### src/rtl/wrf_arb_pkg.sv
// Shared types, widths and the round-robin search for the WR fabric sink arbiter.
package wrf_arb_pkg;

    localparam int WRF_DAT_W = 16;
    localparam int WRF_ADR_W = 2;
    localparam int WRF_SEL_W = 2;
    localparam int MAX_SRC   = 4;

    typedef enum logic [1:0] {
        ST_IDLE  = 2'd0,
        ST_GRANT = 2'd1,
        ST_DRAIN = 2'd2
    } wrf_arb_state_e;

    // Returns {found, index} of the first request at or after ptr, wrapping at n_src.
    function automatic logic [2:0] rr_first(input logic [MAX_SRC-1:0] req,
                                            input logic [1:0]         ptr,
                                            input int                 n_src);
        logic       found;
        logic [1:0] idx;
        logic [1:0] sel;
        found = 1'b0;
        sel   = 2'd0;
        for (int k = 0; k < MAX_SRC; k++) begin
            idx = 2'((int'(ptr) + k) % n_src);
            if (k < n_src && !found && req[idx]) begin
                found = 1'b1;
                sel   = idx;
            end
        end
        return {found, sel};
    endfunction

endpackage

### src/rtl/wrf_rr_pick.sv
// Combinational round-robin picker: one-hot grant of the first request at or after i_ptr.
module wrf_rr_pick
    import wrf_arb_pkg::*;
#(
    parameter int N_SRC = 2
) (
    input  logic [N_SRC-1:0] i_req,
    input  logic [1:0]       i_ptr,
    output logic [N_SRC-1:0] o_gnt
);

    logic [MAX_SRC-1:0] w_req_ext;
    logic [2:0]         w_pick;

    always_comb begin
        w_req_ext              = '0;
        w_req_ext[N_SRC-1:0]   = i_req;
    end

    assign w_pick = rr_first(w_req_ext, i_ptr, N_SRC);

    always_comb begin
        o_gnt = '0;
        for (int i = 0; i < N_SRC; i++) begin
            if (w_pick[2] && w_pick[1:0] == 2'(i)) o_gnt[i] = 1'b1;
        end
    end

endmodule

### src/rtl/wrf_snk_arbiter.sv
// Frame-level round-robin arbiter sharing one WR fabric sink among N_SRC sources.
// Optional watchdog enabled by defining WRF_ARB_WATCHDOG_EN.
//
//   state    | meaning
//   ST_IDLE  | bus released, cyc low, picking next requester
//   ST_GRANT | owner drives stb/adr/dat/sel, acks and stalls routed back
//   ST_DRAIN | owner dropped cyc, waiting for outstanding acks with stb low
module wrf_snk_arbiter
    import wrf_arb_pkg::*;
#(
    parameter int N_SRC       = 2,
    parameter int OUTST_W     = 4,
    parameter int TIMEOUT_CYC = 1024
) (
    input  logic                       wr_sys_clk,
    input  logic                       wr_sys_rst_n,
    input  logic [N_SRC-1:0]           src_cyc,
    input  logic [N_SRC-1:0]           src_stb,
    input  logic [WRF_ADR_W*N_SRC-1:0] src_adr,
    input  logic [WRF_DAT_W*N_SRC-1:0] src_dat,
    input  logic [WRF_SEL_W*N_SRC-1:0] src_sel,
    output logic [N_SRC-1:0]           src_ack,
    output logic [N_SRC-1:0]           src_stall,
    output logic [WRF_ADR_W-1:0]       wrf_snk_adr,
    output logic [WRF_DAT_W-1:0]       wrf_snk_dat,
    output logic                       wrf_snk_cyc,
    output logic                       wrf_snk_stb,
    output logic [WRF_SEL_W-1:0]       wrf_snk_sel,
    output logic                       wrf_snk_we,
    input  logic                       wrf_snk_ack,
    input  logic                       wrf_snk_stall,
    output logic [N_SRC-1:0]           grant,
    output logic                       frame_done,
    output logic                       timeout_err
);

    localparam logic [OUTST_W-1:0] OUTST_MAX = '1;

    if (N_SRC < 2 || N_SRC > MAX_SRC || TIMEOUT_CYC < 2) begin : g_bad_cfg
        $error("wrf_snk_arbiter: unsupported N_SRC/TIMEOUT_CYC");
    end

    wrf_arb_state_e       r_state;
    logic [N_SRC-1:0]     r_grant;
    logic [1:0]           r_owner;
    logic [1:0]           r_rr_ptr;
    logic [OUTST_W-1:0]   r_outst;
    logic                 r_frame_done;

    logic [OUTST_W-1:0]   w_outst_nxt;
    logic [N_SRC-1:0]     w_req;
    logic [N_SRC-1:0]     w_pick;
    logic [1:0]           w_pick_idx;
    logic                 w_busy, w_full, w_inc, w_dec, w_release, w_timeout;
    logic                 w_own_cyc, w_own_stb;
    logic [WRF_ADR_W-1:0] w_adr;
    logic [WRF_DAT_W-1:0] w_dat;
    logic [WRF_SEL_W-1:0] w_sel;

    wrf_rr_pick #(.N_SRC(N_SRC)) u_pick (
        .i_req (w_req),
        .i_ptr (r_rr_ptr),
        .o_gnt (w_pick)
    );

    always_comb begin
        w_pick_idx = 2'd0;
        for (int i = 0; i < N_SRC; i++) begin
            if (w_pick[i]) w_pick_idx = 2'(i);
        end
    end

    always_comb begin
        w_own_cyc = 1'b0;
        w_own_stb = 1'b0;
        w_adr     = '0;
        w_dat     = '0;
        w_sel     = '0;
        for (int i = 0; i < N_SRC; i++) begin
            if (r_owner == 2'(i)) begin
                w_own_cyc = src_cyc[i];
                w_own_stb = src_stb[i];
                w_adr     = src_adr[i*WRF_ADR_W +: WRF_ADR_W];
                w_dat     = src_dat[i*WRF_DAT_W +: WRF_DAT_W];
                w_sel     = src_sel[i*WRF_SEL_W +: WRF_SEL_W];
            end
        end
    end

    assign w_busy      = (r_state != ST_IDLE);
    assign w_full      = (r_outst == OUTST_MAX);
    assign wrf_snk_cyc = w_busy;
    // A strobe is only forwarded while the owner still holds cyc.
    assign wrf_snk_stb = (r_state == ST_GRANT) & w_own_cyc & w_own_stb & ~w_full;
    assign wrf_snk_adr = w_busy ? w_adr : '0;
    assign wrf_snk_dat = w_busy ? w_dat : '0;
    assign wrf_snk_sel = w_busy ? w_sel : '0;
    assign wrf_snk_we  = 1'b1;
    assign grant       = r_grant;
    assign frame_done  = r_frame_done;

    always_comb begin
        src_ack   = '0;
        src_stall = '1;
        for (int i = 0; i < N_SRC; i++) begin
            if (w_busy && r_owner == 2'(i)) begin
                src_ack[i]   = wrf_snk_ack;
                src_stall[i] = (r_state == ST_DRAIN) | wrf_snk_stall | w_full;
            end
        end
    end

    assign w_inc = wrf_snk_stb & ~wrf_snk_stall;
    assign w_dec = w_busy & wrf_snk_ack & (r_outst != '0);

    always_comb begin
        w_outst_nxt = r_outst;
        if (w_inc && !w_dec)      w_outst_nxt = r_outst + 1'b1;
        else if (!w_inc && w_dec) w_outst_nxt = r_outst - 1'b1;
    end

    // Release once nothing is left in flight, looking at this cycle's ack too.
    assign w_release = ((r_state == ST_GRANT) & ~w_own_cyc & (w_outst_nxt == '0))
                     | ((r_state == ST_DRAIN) & (w_outst_nxt == '0))
                     | w_timeout;

`ifdef WRF_ARB_WATCHDOG_EN
    localparam int WD_W = $clog2(TIMEOUT_CYC + 1);

    logic [WD_W-1:0]  r_wd_cnt;
    logic             r_timeout_err;
    logic [N_SRC-1:0] r_blocked;
    logic             w_wd_act;

    assign w_wd_act    = w_inc | (w_busy & wrf_snk_ack);
    assign w_timeout   = w_busy & ~w_wd_act & (r_wd_cnt == WD_W'(TIMEOUT_CYC - 1));
    assign timeout_err = r_timeout_err;
    assign w_req       = src_cyc & ~r_blocked;

    always_ff @(posedge wr_sys_clk or negedge wr_sys_rst_n) begin
        if (!wr_sys_rst_n) begin
            r_wd_cnt      <= '0;
            r_timeout_err <= 1'b0;
            r_blocked     <= '0;
        end else begin
            if (!w_busy || w_wd_act) r_wd_cnt <= '0;
            else                     r_wd_cnt <= r_wd_cnt + 1'b1;
            if (w_timeout) r_timeout_err <= 1'b1;
            // A timed-out owner is ignored until it lets go of cyc.
            for (int i = 0; i < N_SRC; i++) begin
                if (w_timeout && r_owner == 2'(i)) r_blocked[i] <= 1'b1;
                else if (!src_cyc[i])              r_blocked[i] <= 1'b0;
            end
        end
    end
`else
    assign w_timeout   = 1'b0;
    assign timeout_err = 1'b0;
    assign w_req       = src_cyc;
`endif

    always_ff @(posedge wr_sys_clk or negedge wr_sys_rst_n) begin
        if (!wr_sys_rst_n) begin
            r_state      <= ST_IDLE;
            r_grant      <= '0;
            r_owner      <= 2'd0;
            r_rr_ptr     <= 2'd0;
            r_outst      <= '0;
            r_frame_done <= 1'b0;
        end else begin
            r_frame_done <= 1'b0;
            r_outst      <= w_outst_nxt;
            case (r_state)
                ST_IDLE: begin
                    if (|w_pick) begin
                        r_state <= ST_GRANT;
                        r_grant <= w_pick;
                        r_owner <= w_pick_idx;
                    end
                end
                ST_GRANT, ST_DRAIN: begin
                    if (w_release) begin
                        r_state      <= ST_IDLE;
                        r_grant      <= '0;
                        r_frame_done <= 1'b1;
                        r_rr_ptr     <= (r_owner == 2'(N_SRC - 1)) ? 2'd0 : r_owner + 2'd1;
                        if (w_timeout) r_outst <= '0;
                    end else if (r_state == ST_GRANT && !w_own_cyc) begin
                        r_state <= ST_DRAIN;
                    end
                end
                default: r_state <= ST_IDLE;
            endcase
        end
    end

endmodule
### config.mk
export PLATFORM = sky130hd
export DESIGN_NAME = wrf_snk_arbiter
export DESIGN_NICKNAME = d
export VERILOG_FILES = /design/src/rtl/wrf_arb_pkg.sv /design/src/rtl/wrf_rr_pick.sv /design/src/rtl/wrf_snk_arbiter.sv
export SDC_FILE = /design/constraint.sdc
export NUM_CORES = 1
export LEC_CHECK = 0
export ABC_AREA = 1
export CORE_MARGIN = 2
export CORE_UTILIZATION = 36
export DETAILED_ROUTE_END_ITERATION = 8
export GPL_ROUTABILITY_DRIVEN = 1
export PLACE_DENSITY = 0.76
export SLEW_MARGIN = 40
export SYNTH_ARGS = -nofsm -noshare
export SYNTH_HDL_FRONTEND = slang
export SYNTH_SLANG_ARGS = --single-unit
### constraint.sdc
create_clock -name wr_sys_clk -period 2.6 [get_ports wr_sys_clk]
set_input_delay 0.39 -clock wr_sys_clk [delete_from_list [all_inputs] [get_ports wr_sys_clk]]
set_output_delay 0.39 -clock wr_sys_clk [all_outputs]
set_load 0.03 [all_outputs]
Word-level counts from Yosys, hierarchy flattened:

Cells that the tools add are included.

* multiplexer cells: 40
* eq/ne operators: 8
* add/sub/neg operators: 4
* bitwise gates (word level): 16
* reduce and logical (&&, ||, !) cells: 25
* magnitude comparators: 2

Operator list (number)
* 16-bit two-way mux: 3
* 2-bit two-way mux: 12
* 1-bit two-way mux: 20
* 1-bit bitwise AND: 9
* 1-bit logical AND: 8
* 4-bit two-way mux: 2
* 2-bit case mux with 2 select lines: 2
* 2-bit zero test: 3
* 2-bit AND reduction: 3
* 4-bit by 1-bit adder with 4-bit output, second input constant: 1
* 2-bit by 1-bit equality test with 1-bit output, second input constant: 2
* 4-bit equality test, second input constant: 1
* 1-bit zero test: 4
* 4-bit zero test: 1
* 2-bit inequality test, second input constant: 2
* 2-bit nonzero test: 2
* 4-bit nonzero test: 1
* 2-bit OR reduction: 2
* 4-bit by 1-bit subtractor with 4-bit output, second input constant: 1
* 1-bit by 3-bit < comparator with 1-bit output, second input constant: 1
* 2-bit by 3-bit < comparator with 1-bit output, second input constant: 1
* 3-bit inequality test, second input constant: 1
* 1-bit inverter: 3
* 1-bit OR: 3
* 6 further kinds: 7

* output and inout bits: 31
* flip-flop bits (word level): 11
* input bits: 48
* logic and storage cells: 101

Logic depth before layout (Yosys ltp):

Gate-level depths: netlist (run 1).

* depth in word-level cells: 16
* depth in mapped cells: 17
* mapped depth without buffers: 17

Cells and area by module:

From an unflattened synthesis (run 1), not the netlist that was laid out.

* cells, all modules: 173
* area total of the unflattened synthesis: 1252.5 sq um

Modules (own cells, without submodules)
* wrf_snk_arbiter: seq. area each 275.3 sq um, cells each 169, area each 1224.9 sq um, instances 1
* wrf_rr_pick: seq. area each 0.0 sq um, cells each 4, area each 27.5 sq um, instances 1

Worst setup path after synthesis (run 1):

Ideal clock, no wire load.

* path kind: reg2reg
* start point: register r_state[0]
* end point: register r_grant[0] (netlist: grant[0])
* setup slack: 0.608 ns
* buffers on the path: 1
* stages on the path, launching flop included: 18
* period minus slack after synthesis: 1.992 ns
* setup time: 0.119 ns
* data arrival time: 1.873 ns
* data required time: 2.481 ns
* cells stage by stage: dfrtp_1 inv_1 ha_1 buf_2 inv_2 nand3_2 inv_2 nand2_4 nand2_1 nand2_1 nand2_1 nand2_2 nor2_4 nand2_4 nand2_2 nand2_2 nand2_1 o21ai_2

* elaborated cells between the ends (all ways): 27
* those cells by class: eq/ne: 4; mux: 3; bitwise: 10; reduce/logical: 10

RTL lines
* start: declaration: RTL line wrf_snk_arbiter.sv:43 `wrf_arb_state_e r_state;`
* start signal: assignment: RTL line wrf_snk_arbiter.sv:164 `r_state <= ST_IDLE;`
* start signal: assignment: RTL line wrf_snk_arbiter.sv:176 `r_state <= ST_GRANT;`
* start signal: assignment: RTL line wrf_snk_arbiter.sv:183 `r_state <= ST_IDLE;`
* 2-bit nonzero test *: RTL line wrf_snk_arbiter.sv:90 `assign w_busy = (r_state != ST_IDLE);`
* named net wrf_snk_cyc: RTL line wrf_snk_arbiter.sv:26 `output logic wrf_snk_cyc,`
* 1-bit bitwise AND * (2 in a row): RTL line wrf_snk_arbiter.sv:114 `assign w_dec = w_busy & wrf_snk_ack & (r_outst != '0);`
* 1-bit logical AND / 1-bit zero test (equally long branches): RTL line wrf_snk_arbiter.sv:119, wrf_snk_arbiter.sv:118
* 4-bit two-way mux / 1-bit logical AND (equally long branches): RTL line wrf_snk_arbiter.sv:119, wrf_snk_arbiter.sv:118
* 4-bit two-way mux *: RTL line wrf_snk_arbiter.sv:118 `if (w_inc && !w_dec) w_outst_nxt = r_outst + 1'b1;`
* named net w_outst_nxt[3]: RTL line wrf_snk_arbiter.sv:50 `logic [OUTST_W-1:0] w_outst_nxt;`
* 4-bit zero test *: RTL line wrf_snk_arbiter.sv:123, wrf_snk_arbiter.sv:124
* 1-bit bitwise AND, on equally long branches: RTL line wrf_snk_arbiter.sv:123, wrf_snk_arbiter.sv:124
* 1-bit OR *: RTL line wrf_snk_arbiter.sv:124 `| ((r_state == ST_DRAIN) & (w_outst_nxt == '0))`
* 2-bit inequality test (no source line) *
* 3-bit AND reduction (no source line) *
* end signal: assignment: RTL line wrf_snk_arbiter.sv:177 `r_grant <= w_pick;`
* end: declaration: RTL line wrf_snk_arbiter.sv:44 `logic [N_SRC-1:0] r_grant;`

The timed path passes the listed nets; every way through them passes the cells marked *.
A chain may end at the register's enable or synchronous reset.

Worst setup path in the final report (run 1):

* start point: register r_outst[0]
* end point: output port wrf_snk_stb

* word-level cells in the longest chain between the ends: 3

Ends and longest elaborated chain
* start: declaration: RTL line wrf_snk_arbiter.sv:47 `logic [OUTST_W-1:0] r_outst;`
* start signal: assignment: RTL line wrf_snk_arbiter.sv:172 `r_outst <= w_outst_nxt;`
* 4-bit equality test: RTL line wrf_snk_arbiter.sv:91 `assign w_full = (r_outst == OUTST_MAX);`
* 1-bit inverter: RTL line wrf_snk_arbiter.sv:94 `assign wrf_snk_stb = (r_state == ST_GRANT) & w_own_cyc & w_own_stb & ~w_full;`
* 1-bit bitwise AND: RTL line wrf_snk_arbiter.sv:94
* end: declaration: RTL line wrf_snk_arbiter.sv:27 `output logic wrf_snk_stb,`

Every way passes these cells.

==> summary.txt, run 1 <==
Outcome
  • Outcome: complete, no violations

Clocking
  • CTS root buffer: clkbuf_4
  • Post-CTS Hold Buffers: 0
  • Htree depth: 1
  • Post-CTS setup repair buffer count: 0
  • Clock slew at the register clock pins of the worst setup and hold paths: 0.07 ns
  • # clock sinks: 11
  • PostCTS Resize Cnt: 0
  • Clk buf depth: 2
  • CTS tree: built
  • CTS buffer count: 3
  • Latest clock arrival within the worst-skew pair: 0.27 ns

Yosys
  • Cell with the most instances after synthesis: nand2_1
  • Mapped cell area: 0.00122 mm²
  • Asr flop ratio synth: 1.00
  • Post-synth EDFFs: 0
  • Top cells by count, synth: 42 x nand2_1, 20 x a22o_1, 20 x inv_1, 11 x dfrtp_1, 11 x nor2_1
  • Post-Synthesis Cells: 172
  • Yosys synthesis warning count: 0
  • Library cells used by synthesis: 26
  • Share of Yosys cell area claimed by the top area cell type: 0.226
  • Yosys reg bits: 11
  • Post-synth top area cell: dfrtp_1
  • Register area share after synthesis: 0.226
  • Top FF cell, synth: dfrtp_1
  • Synth Net Count: 226
  • Ranking of synthesized cells by area: dfrtp_1 23%, a22o_1 14%, nand2_1 13%
  • Syn avg cell area: 7.08 µm²

Finish
  • Multi-input gate area: 802 µm²
  • Fin cells: 292
  • Share of cells above drive strength 1: 0.207
  • FILL cells: 307
  • Net count reported at finish: 301
  • Antenna diodes: 0
  • Synth-to-layout area growth: 63.0%
  • Reg area: 275 µm²

Placement
  • PortBufs: 76
  • Placed insts: 288
  • Routability cong.: 0.797
  • Final HPWL DP: 3050 µm

Worst setup path
  • CP max-delay cell: clkdlybuf4s50_1
  • Worst r2r src: r_state[0]$_DFFE_PN0P_
  • WP data arrival: 2.04 ns
  • Reg2reg setup slack: 0.52 ns
  • WS Path Type: flop to output pin
  • Startpoint Class: flop
  • Required time of the critical path: 2.21 ns
  • R2R depth: 16
  • CP top delay family: buffers and inverters
  • Worst reg2reg path endpoint: grant[1]$_DFFE_PN0P_
  • CP Depth: 5
  • Setup crit end: wrf_snk_stb
  • Worst path max stage delay: 0.70 ns
  • Critical-path maximum fanout: 4
  • Crit end category: output pin
  • Setup crit start: r_outst[0]$_DFF_PN0_
  • CP Cell Sequence: ha_1 > nand3_2 > nand2_1 > nor2_4 > clkdlybuf4s50_1
  • Buf/Inv on CP: 1

Floorplan
  • Die W: 62.2 µm
  • Rows: 21
  • Full die area: 0.00386 mm²
  • Initial Util: 0.371
  • Top-Level Pins: 79
  • Core area: 0.00328 mm²
  • Die Ht: 62.2 µm

Run
  • Max Cap Viol: 0

Detailed routing
  • Starting DRT DRC Count: 69
  • DRC viols: 0
  • Via/cell ratio: 4.80
  • Via count: 1401
  • First-pass DRT Iterations: 4
  • Detailed Route WL: 3630 µm
  • ANT nets after route: 0
  • Per-cell routed wire length: 12.4 µm

Timing
  • Fin Setup TNS: 0 ns
  • Hold Vio Cnt, Final: 0
  • Fmax: 412 MHz
  • Final setup violation count: 0
  • RSZ-0062 raised after global routing: no
  • Pins Over Slew Limit: 0
  • Tcrit/Tclk final: 0.934
  • Min Clock Period, post-route: 2.43 ns
  • Clk_skew: 0.000308 ns

Pwr
  • Max IR drop VDD: 0.000645 V
  • PD cells: 1130 mW/mm²
  • Static Leak: 0.980 nW
  • Switching power: 1.24 mW
  • Sw Ratio: 0.555
  • Power share of the clock group: 0.052
  • Sequential share of power: 0.139
  • Total power: 2.24 mW
  • Internal: 1.00 mW
  • Comb pwr share: 0.810

Hold path
  • Worst hold path class: input port to asynchronous set/reset pin

Global route
  • Tot GR Track Use: 0.189
  • Vias in the first global route: 1331
  • Initial antenna violation count: 0
  • Gr ovfl total: 0
  • Largest net degree at the start of global routing: 21
  • First-pass GRT wire length: 6060 µm
==> per-stage QoR <==
step	util	hold WS, ns	worst slack (ns)	cell area (µm²)
after floorplan	-	0.0944	0.608	1220
after global placement	0.596	0.467	0.248	1960
after detailed placement	0.596	0.487	0.229	1960
after CTS	0.604	0.461	0.170	1980
after global routing	0.604	0.506	0.0869	1980
final	0.604	0.449	0.173	1980
==> cell usage in the layout, fill, tap and decap left out, drive strengths merged <==
| cell type | count |
|---|---|
| clkdlybuf4s50 | 56 |
| nand2 | 50 |
| inv | 26 |
| buf | 22 |
| a22o | 20 |
| nor2 | 16 |
| nand3 | 16 |
| dfrtp | 11 |
| ha | 6 |
| nand4 | 5 |
| o21ai | 5 |
| clkbuf | 4 |
| xor2 | 3 |
| nor3 | 2 |
| conb | 2 |
| a21oi | 1 |
| o21bai | 1 |
==> routing by layer <==
layer / track usage / vias to the layer above / share of wire
li1: - / 712 / -
met1: 0.229 / 623 / 0.42
met2: 0.338 / 57 / 0.49
met5: 0 / - / 0
met3: 0.0272 / 9 / 0.066
met4: 0.0694 / 0 / 0.021
==> power groups by stage <==
stage / clock (mW) / combinational [mW] / sequential (mW)
floorplan: 0 / 1.27 / 0.317
global placement: 0 / 1.81 / 0.313
detailed placement: 0 / 1.82 / 0.313
CTS: 0.119 / 1.83 / 0.310
global route: 0.126 / 1.98 / 0.323
finish: 0.116 / 1.82 / 0.311
==> state kept, by name, indices dropped and copies added, names as in the netlist <==
name,flops
r_outst,4
r_rr_ptr,1
r_state,2
grant,2
r_owner,1
frame_done,1
==> logic make-up after synthesis <==
| logic type | share of synthesized area |
|---|---|
| AOI/OAI and AO/OA | 0.178 |
| and+or+nand+nor | 0.392 |
| buffers and inverters | 0.115 |
| DFF | 0.226 |
| xor gates and xnor gates | 0.0216 |
| adders and majority gates | 0.0617 |
| other | 0.00617 |
==> worst min-delay path by stage <==
stage | cells past startpoint | to | slack [ns]
after floorplan | 0 | frame_done$_DFF_PN0_ | 0.09
after global placement | 2 | grant[0]$_DFFE_PN0P_ | 0.47
after detailed placement | 2 | grant[1]$_DFFE_PN0P_ | 0.49
after CTS | 1 | r_state[1]$_DFFE_PN0P_ | 0.46
after global routing | 1 | r_owner[0]$_DFFE_PN0P_ | 0.51
final | 1 | grant[1]$_DFFE_PN0P_ | 0.45
==> area by class of cell <==
cell class	instances	area share
tap	46	0.0290
timing repair buffer	78	0.366
clock buffer	4	0.0132
multi-input combinational	127	0.404
inverter	26	0.0492
sequential	11	0.139
(Power assumes the default switching activity.)
==> inputs of run 2 (changes only) <==
--- a/config.mk
+++ b/config.mk
@@ -7,10 +7,10 @@
 export LEC_CHECK = 0
 export ABC_AREA = 1
 export CORE_MARGIN = 2
-export CORE_UTILIZATION = 36
+export CORE_UTILIZATION = 39
 export DETAILED_ROUTE_END_ITERATION = 8
 export GPL_ROUTABILITY_DRIVEN = 1
-export PLACE_DENSITY = 0.76
+export PLACE_DENSITY = 0.82
 export SLEW_MARGIN = 40
 export SYNTH_ARGS = -nofsm -noshare
 export SYNTH_HDL_FRONTEND = slang
==> constraint.sdc (replaced) <==
create_clock -name wr_sys_clk -period 2.92 [get_ports wr_sys_clk]
set_input_delay 0.438 -clock wr_sys_clk [delete_from_list [all_inputs] [get_ports wr_sys_clk]]
set_output_delay 0.438 -clock wr_sys_clk [all_outputs]
set_load 0.03 [all_outputs]
==> run 2 against run 1 <==
  * Utilization rose by 5.1 points
  * Critical path type unchanged
  * Total power fell by 12%
  * Critical path depth did not move
  * Sequential power fell by 11%
  * Sequential share of layout area rose by 0.11 points
  * Hold slack improved by 0.047 ns
  * Largest cell class unchanged
  * Worst setup slack improved by 0.29 ns
  * Clock skew rose by 0.0048 ns
  * Clock power fell by 13%
  * Non-clock buffer count did not move
==> summary.txt, run 2 (synthesis gave the netlist of run 1 again) <==
Pwr
  • PD cells: 1010 mW/mm² (-11%)
  • Max IR drop VDD: 0.000510 V (-21%)
  • Internal: 0.889 mW (-11%)
  • Static Leak: 0.980 nW (unchanged)
  • Comb pwr share: 0.809 (about the same)
  • Power share of the clock group: 0.051 (about the same)
  • Sw Ratio: 0.551 (-0.00382)
  • Switching power: 1.09 mW (-12%)
  • Sequential share of power: 0.140 (about the same)

Finish
  • Most common cell after layout, fill and taps aside: clkdlybuf4s50_1
  • Max reg flops: 4 (unchanged)
  • Antenna diodes: 0 (unchanged)
  • Share of cells above drive strength 1: 0.207 (unchanged)
  • Fin cells: 279 (-4.5%)
  • Net count reported at finish: 301 (unchanged)
  • Synth-to-layout area growth: 61.7%
  • FILL cells: 253 (-18%)
  • Most frequent cells in the layout: 56 x clkdlybuf4s50_1, 42 x nand2_1, 22 x buf_4, 20 x inv_1, 20 x a22o_1
  • Cell area after layout: 0.00197 mm² (-0.82%)
  • Biggest register: r_outst

Timing
  • Pins Over Slew Limit: 0 (unchanged)
  • Fmax: 407 MHz
  • Hold Vio Cnt, Final: 0 (unchanged)
  • Min Clock Period, post-route: 2.46 ns
  • Clk_skew: 0.00510 ns (+0.00480 ns)
  • RSZ-0062 raised after global routing: no
  • Worst Tran Pin Value: 0.511 ns
  • Worst rel slew slack: 0.659
  • Final setup violation count: 0 (unchanged)
  • Smallest hold slack: 0.496 ns (+0.0472 ns)
  • Fin Setup TNS: 0 ns (unchanged)
  • Tcrit/Tclk final: 0.841
  • Final setup margin: 0.464 ns (+0.291 ns)

Floorplan
  • Core area: 0.00300 mm² (-8.6%)
  • Full die area: 0.00358 mm² (-7.2%)
  • Die Ht: 59.9 µm (-3.7%)
  • Die W: 59.9 µm (-3.7%)
  • Top-Level Pins: 79 (unchanged)
  • Initial Util: 0.405 (+0.0348)
  • Rows: 20 (-4.8%)

Clocking
  • CTS tree: built
  • Clk buf depth: 2 (unchanged)
  • Htree depth: 1 (unchanged)
  • Latest clock arrival within the worst-skew pair: 0.26 ns (about the same)
  • Post-CTS setup repair buffer count: 0 (unchanged)
  • # clock sinks: 11 (unchanged)
  • Clock slew at the register clock pins of the worst setup and hold paths: 0.07 ns (about the same)
  • PostCTS Resize Cnt: 0 (unchanged)
  • Post-CTS Hold Buffers: 0 (unchanged)
  • CTS buffer count: 3 (unchanged)
  • CTS root buffer: clkbuf_4

Global route
  • Initial antenna violation count: 0 (unchanged)
  • First-pass GRT wire length: 4820 µm (-20%)
  • Largest net degree at the start of global routing: 21 (unchanged)
  • Tot GR Track Use: 0.172 (-0.0169)
  • Vias in the first global route: 1109 (-17%)
  • Gr ovfl total: 0 (unchanged)

Detailed routing
  • Per-cell routed wire length: 11.4 µm (-8.3%)
  • DRC viols: 0 (unchanged)
  • Via/cell ratio: 4.84 (+0.85%)
  • First-pass DRT Iterations: 4 (unchanged)
  • Via count: 1350 (-3.6%)
  • Starting DRT DRC Count: 60 (-13%)
  • ANT nets after route: 0 (unchanged)
  • Detailed Route WL: 3180 µm (-12%)

Worst setup path
  • WP data arrival: 2.02 ns (-0.02 ns)
  • Worst path max stage delay: 0.69 ns (about the same)
  • Startpoint Class: flop
  • Critical-path maximum fanout: 4 (unchanged)
  • Reg2reg setup slack: 0.84 ns (+0.32 ns)
  • Crit end category: output pin
  • CP Cell Sequence: ha_1 > nand3_2 > nand2_1 > nor2_4 > clkdlybuf4s50_1
  • CP max-delay cell: clkdlybuf4s50_1
  • WS Path Type: flop to output pin
  • Required time of the critical path: 2.48 ns (+0.27 ns)

Placement
  • Placement Setup Slack: 0.470 ns (+0.241 ns)
  • Routability cong.: 0.891 (+12%)
  • Placed Area: 0.00194 mm² (-0.83%)
  • Final HPWL DP: 2690 µm (-12%)
  • Placed insts: 275 (-4.5%)
  • PortBufs: 76 (unchanged)

Outcome
  • Outcome: complete, no violations

Run
  • Max Cap Viol: 0 (unchanged)

Hold path
  • Worst hold path class: flop to flop
-- run 2: cell counts in the layout (fill, tap and decap cells not counted) --
No cell type changed its count.
-- run 2: layout make-up --
class	count	area (µm²)	share of cell area
well taps	33	41.3	0.0210
multi-input cells	127	802	0.408
flip-flops and latches	11	275	0.140
inverters	26	97.6	0.0496
clock buffers	4	26.3	0.0134
repair buffers	78	726	0.369
-- run 2: power groups by stage --
| stage | clock network, mW | logic (mW) | registers (mW) |
|---|---|---|---|
| 3_3_place_gp | 0 | 1.60 | 0.279 |
| 5_1_grt | 0.116 | 1.75 | 0.287 |
| 3_5_place_dp | 0 | 1.61 | 0.279 |
| 6_report | 0.101 | 1.60 | 0.276 |
| 4_1_cts | 0.105 | 1.61 | 0.276 |
| 2_1_floorplan | 0 | 1.13 | 0.282 |
-- run 2: per-stage QoR --
stage / util / power, mW
6_report: 0.655 / 1.98
5_1_grt: 0.655 / 2.15
4_1_cts: 0.655 / 2.00
3_5_place_dp: 0.647 / 1.89
3_3_place_gp: 0.647 / 1.88
2_1_floorplan: - / 1.41
-- run 2: critical path: cells and delay by family (launching register included) --
kind | cells | cell delay (ns)
buf+inv | 1 | 0.69
flops | 1 | 0.42
simple gates | 3 | 0.38
fa+ha+maj | 1 | 0.27
-- run 2: final timing paths --
check                                        from                       to  cells after the start
max in group asynchronous            wr_sys_rst_n  r_rr_ptr[0]$_DFFE_PN0P_                      1
min in group asynchronous            wr_sys_rst_n   r_state[0]$_DFFE_PN0P_                      1
max                          r_outst[0]$_DFF_PN0_              wrf_snk_stb                      5
min                          grant[0]$_DFFE_PN0P_     grant[0]$_DFFE_PN0P_                      2
max reg2reg                r_state[0]$_DFFE_PN0P_     grant[1]$_DFFE_PN0P_                     16
min reg2reg                  grant[0]$_DFFE_PN0P_     grant[0]$_DFFE_PN0P_                      2
-- run 2: per-layer routing --
layer	share of wire	vias up	track usage	wire (µm)
met5	0	-	0	0
met4	0	0	0.0381	0
met3	0.10	0	0.0346	325
met2	0.45	56	0.280	1430
met1	0.45	577	0.235	1430
li1	-	717	-	-
==> inputs of run 3 (changes only) <==
--- a/config.mk
+++ b/config.mk
@@ -7,10 +7,10 @@
 export LEC_CHECK = 0
 export ABC_AREA = 1
 export CORE_MARGIN = 2
-export CORE_UTILIZATION = 39
+export CORE_UTILIZATION = 36
 export DETAILED_ROUTE_END_ITERATION = 8
 export GPL_ROUTABILITY_DRIVEN = 1
-export PLACE_DENSITY = 0.82
+export PLACE_DENSITY = 0.76
 export SLEW_MARGIN = 40
 export SYNTH_ARGS = -nofsm -noshare
 export SYNTH_HDL_FRONTEND = slang
==> constraint.sdc (replaced) <==
create_clock -name wr_sys_clk -period 2.41 [get_ports wr_sys_clk]
set_input_delay 0.3615 -clock wr_sys_clk [delete_from_list [all_inputs] [get_ports wr_sys_clk]]
set_output_delay 0.3615 -clock wr_sys_clk [all_outputs]
set_load 0.03 [all_outputs]
==> run 3 against run 2 <==
  * Critical path depth fell by 1
  * Hold slack worse by 0.078 ns
  * Critical endpoint is now src_ack[1]
  * Largest power group unchanged
  * Global-route usage increased by 1.6 points
  * Clock-buffer cell count stayed put
  * Combinational power is 22% higher
  * Critical path type unchanged
  * Sequential share of layout area decreased by 0.20 points
  * First-iteration DRC count increased by 20%
==> summary.txt, run 3 (synthesis gave the netlist of run 1 again) <==
Global route
  • First-pass GRT wire length: 6060 µm (+26%)
  • Vias in the first global route: 1318 (+19%)
  • Largest net degree at the start of global routing: 21 (unchanged)
  • Tot GR Track Use: 0.188 (+0.0158)
  • Gr ovfl total: 0 (unchanged)
  • Initial antenna violation count: 0 (unchanged)

Timing
  • Tcrit/Tclk final: 0.957
  • Hold Vio Cnt, Final: 0 (unchanged)
  • Pins Over Slew Limit: 0 (unchanged)
  • Final setup violation count: 0 (unchanged)
  • Fmax: 434 MHz
  • Min Clock Period, post-route: 2.31 ns
  • RSZ-0062 raised after global routing: no
  • Fin Setup TNS: 0 ns (unchanged)
  • Clk_skew: 0.00161 ns (-0.00349 ns)

Detailed routing
  • ANT nets after route: 0 (unchanged)
  • Detailed Route WL: 3560 µm (+12%)
  • First-pass DRT Iterations: 4 (unchanged)
  • Per-cell routed wire length: 12.2 µm (+6.7%)
  • Via/cell ratio: 4.75 (-1.9%)
  • Starting DRT DRC Count: 72 (+20%)
  • DRC viols: 0 (unchanged)
  • Via count: 1391 (+3.0%)

Floorplan
  • Rows: 21 (+5.0%)
  • Core area: 0.00328 mm² (+9.4%)
  • Initial Util: 0.371 (-0.0348)
  • Full die area: 0.00386 mm² (+7.8%)
  • Die Ht: 62.2 µm (+3.8%)
  • Top-Level Pins: 79 (unchanged)
  • Die W: 62.2 µm (+3.8%)

Pwr
  • Static Leak: 1.00 nW (+2.2%)
  • Total power: 2.43 mW (+23%)
  • Max IR drop VDD: 0.000669 V (+31%)
  • PD cells: 1210 mW/mm² (+21%)

Finish
  • Net count reported at finish: 302 (+0.33%)
  • Synth-to-layout area growth: 64.0%
  • Final Util: 0.608 (-0.0474)
  • Most common cell after layout, fill and taps aside: clkdlybuf4s50_1
  • Share of cells above drive strength 1: 0.215 (+0.00726)
  • Antenna diodes: 0 (unchanged)
  • Biggest register: r_outst
  • Cell area after layout: 0.00200 mm² (+1.5%)
  • Max reg flops: 4 (unchanged)
  • Most frequent cells in the layout: 55 x clkdlybuf4s50_1, 42 x nand2_1, 23 x buf_4, 20 x inv_1, 20 x a22o_1
  • Fin cells: 293 (+5.0%)

Worst setup path
  • Required time of the critical path: 2.05 ns (-0.43 ns)
  • WS Path Type: flop to output pin
  • CP max-delay cell: clkdlybuf4s50_1
  • Startpoint Class: flop
  • Crit end category: output pin
  • Critical-path maximum fanout: 8 (+4)
  • CP Cell Sequence: inv_1 > ha_2 > nor3_1 > clkdlybuf4s50_1
  • Worst path max stage delay: 0.71 ns (+0.02 ns)
  • WP data arrival: 1.94 ns (-0.08 ns)

Placement
  • Placed insts: 289 (+5.1%)
  • Placed Area: 0.00197 mm² (+1.2%)
  • PortBufs: 76 (unchanged)
  • Final HPWL DP: 3040 µm (+13%)
  • Routability cong.: 0.808 (-9.3%)

Clocking
  • Htree depth: 1 (unchanged)
  • CTS buffer count: 3 (unchanged)
  • PostCTS Resize Cnt: 0 (unchanged)
  • Post-CTS setup repair buffer count: 0 (unchanged)
  • Clk buf depth: 2 (unchanged)
  • CTS tree: built
  • CTS root buffer: clkbuf_4
  • # clock sinks: 11 (unchanged)
  • Post-CTS Hold Buffers: 0 (unchanged)
  • Latest clock arrival within the worst-skew pair: 0.27 ns (about the same)
  • Clock slew at the register clock pins of the worst setup and hold paths: 0.07 ns (about the same)

Run
  • Max Cap Viol: 0 (unchanged)

Hold path
  • Worst hold path class: input port to asynchronous set/reset pin

Outcome
  • Outcome: complete, no violations
==> run 3: final cells by class <==
class | instances | area [µm²]
fill | 304 | 1290
timing repair buffer | 79 | 736
sequential | 11 | 275
tap | 46 | 57.6
inverter | 26 | 97.6
clock buffer | 4 | 26.3
multi-input combinational | 127 | 805
==> run 3: worst max-delay path: cells and delay by family, from the launching register on <==
kind / cells / cell delay, ns
adder cells (fa/ha/maj): 1 / 0.24
buffers and inverters: 2 / 0.79
flip-flops: 1 / 0.41
AND/OR/NAND/NOR: 1 / 0.23
==> run 3: power breakdown <==
part	internal [mW]	switching [mW]	leakage (nW)	total [mW]
combinational	0.764	1.20	0.851	1.96
sequential	0.260	0.0762	0.136	0.336
clock	0.0642	0.0620	0.0150	0.126
total	1.09	1.34	1.00	2.43
==> run 3: final timing paths <==
path,end,slack (ns),start,cells past startpoint
worst max-delay path,src_ack[1],0.10,r_state[0]$_DFFE_PN0P_,4
worst min-delay path,grant[1]$_DFFE_PN0P_,0.42,wr_sys_rst_n,1
worst max register to register,r_state[0]$_DFFE_PN0P_,0.35,r_outst[0]$_DFF_PN0_,16
worst min register to register,grant[1]$_DFFE_PN0P_,0.50,grant[1]$_DFFE_PN0P_,2
max in group asynchronous,r_outst[2]$_DFF_PN0_,1.66,wr_sys_rst_n,1
min in group wr_sys_clk,grant[1]$_DFFE_PN0P_,0.50,grant[1]$_DFFE_PN0P_,2
==> run 3: metal layers <==
layer | track usage | vias to the layer above | part of all wire
li1 | - | 711 | -
met1 | 0.233 | 626 | 0.42
met2 | 0.323 | 50 | 0.49
met3 | 0.0417 | 4 | 0.077
met4 | 0.0611 | 0 | 0.016
met5 | 0 | - | 0
==> run 3: per-stage QoR <==
| stage | setup slack (ns) | hold WS (ns) |
|---|---|---|
| 3_3_place_gp | 0.187 | 0.465 |
| 5_1_grt | 0.00515 | 0.453 |
| 2_1_floorplan | 0.418 | 0.0659 |
| 3_5_place_dp | 0.146 | 0.483 |
| 6_report | 0.105 | 0.418 |
| 4_1_cts | 0.0101 | 0.424 |
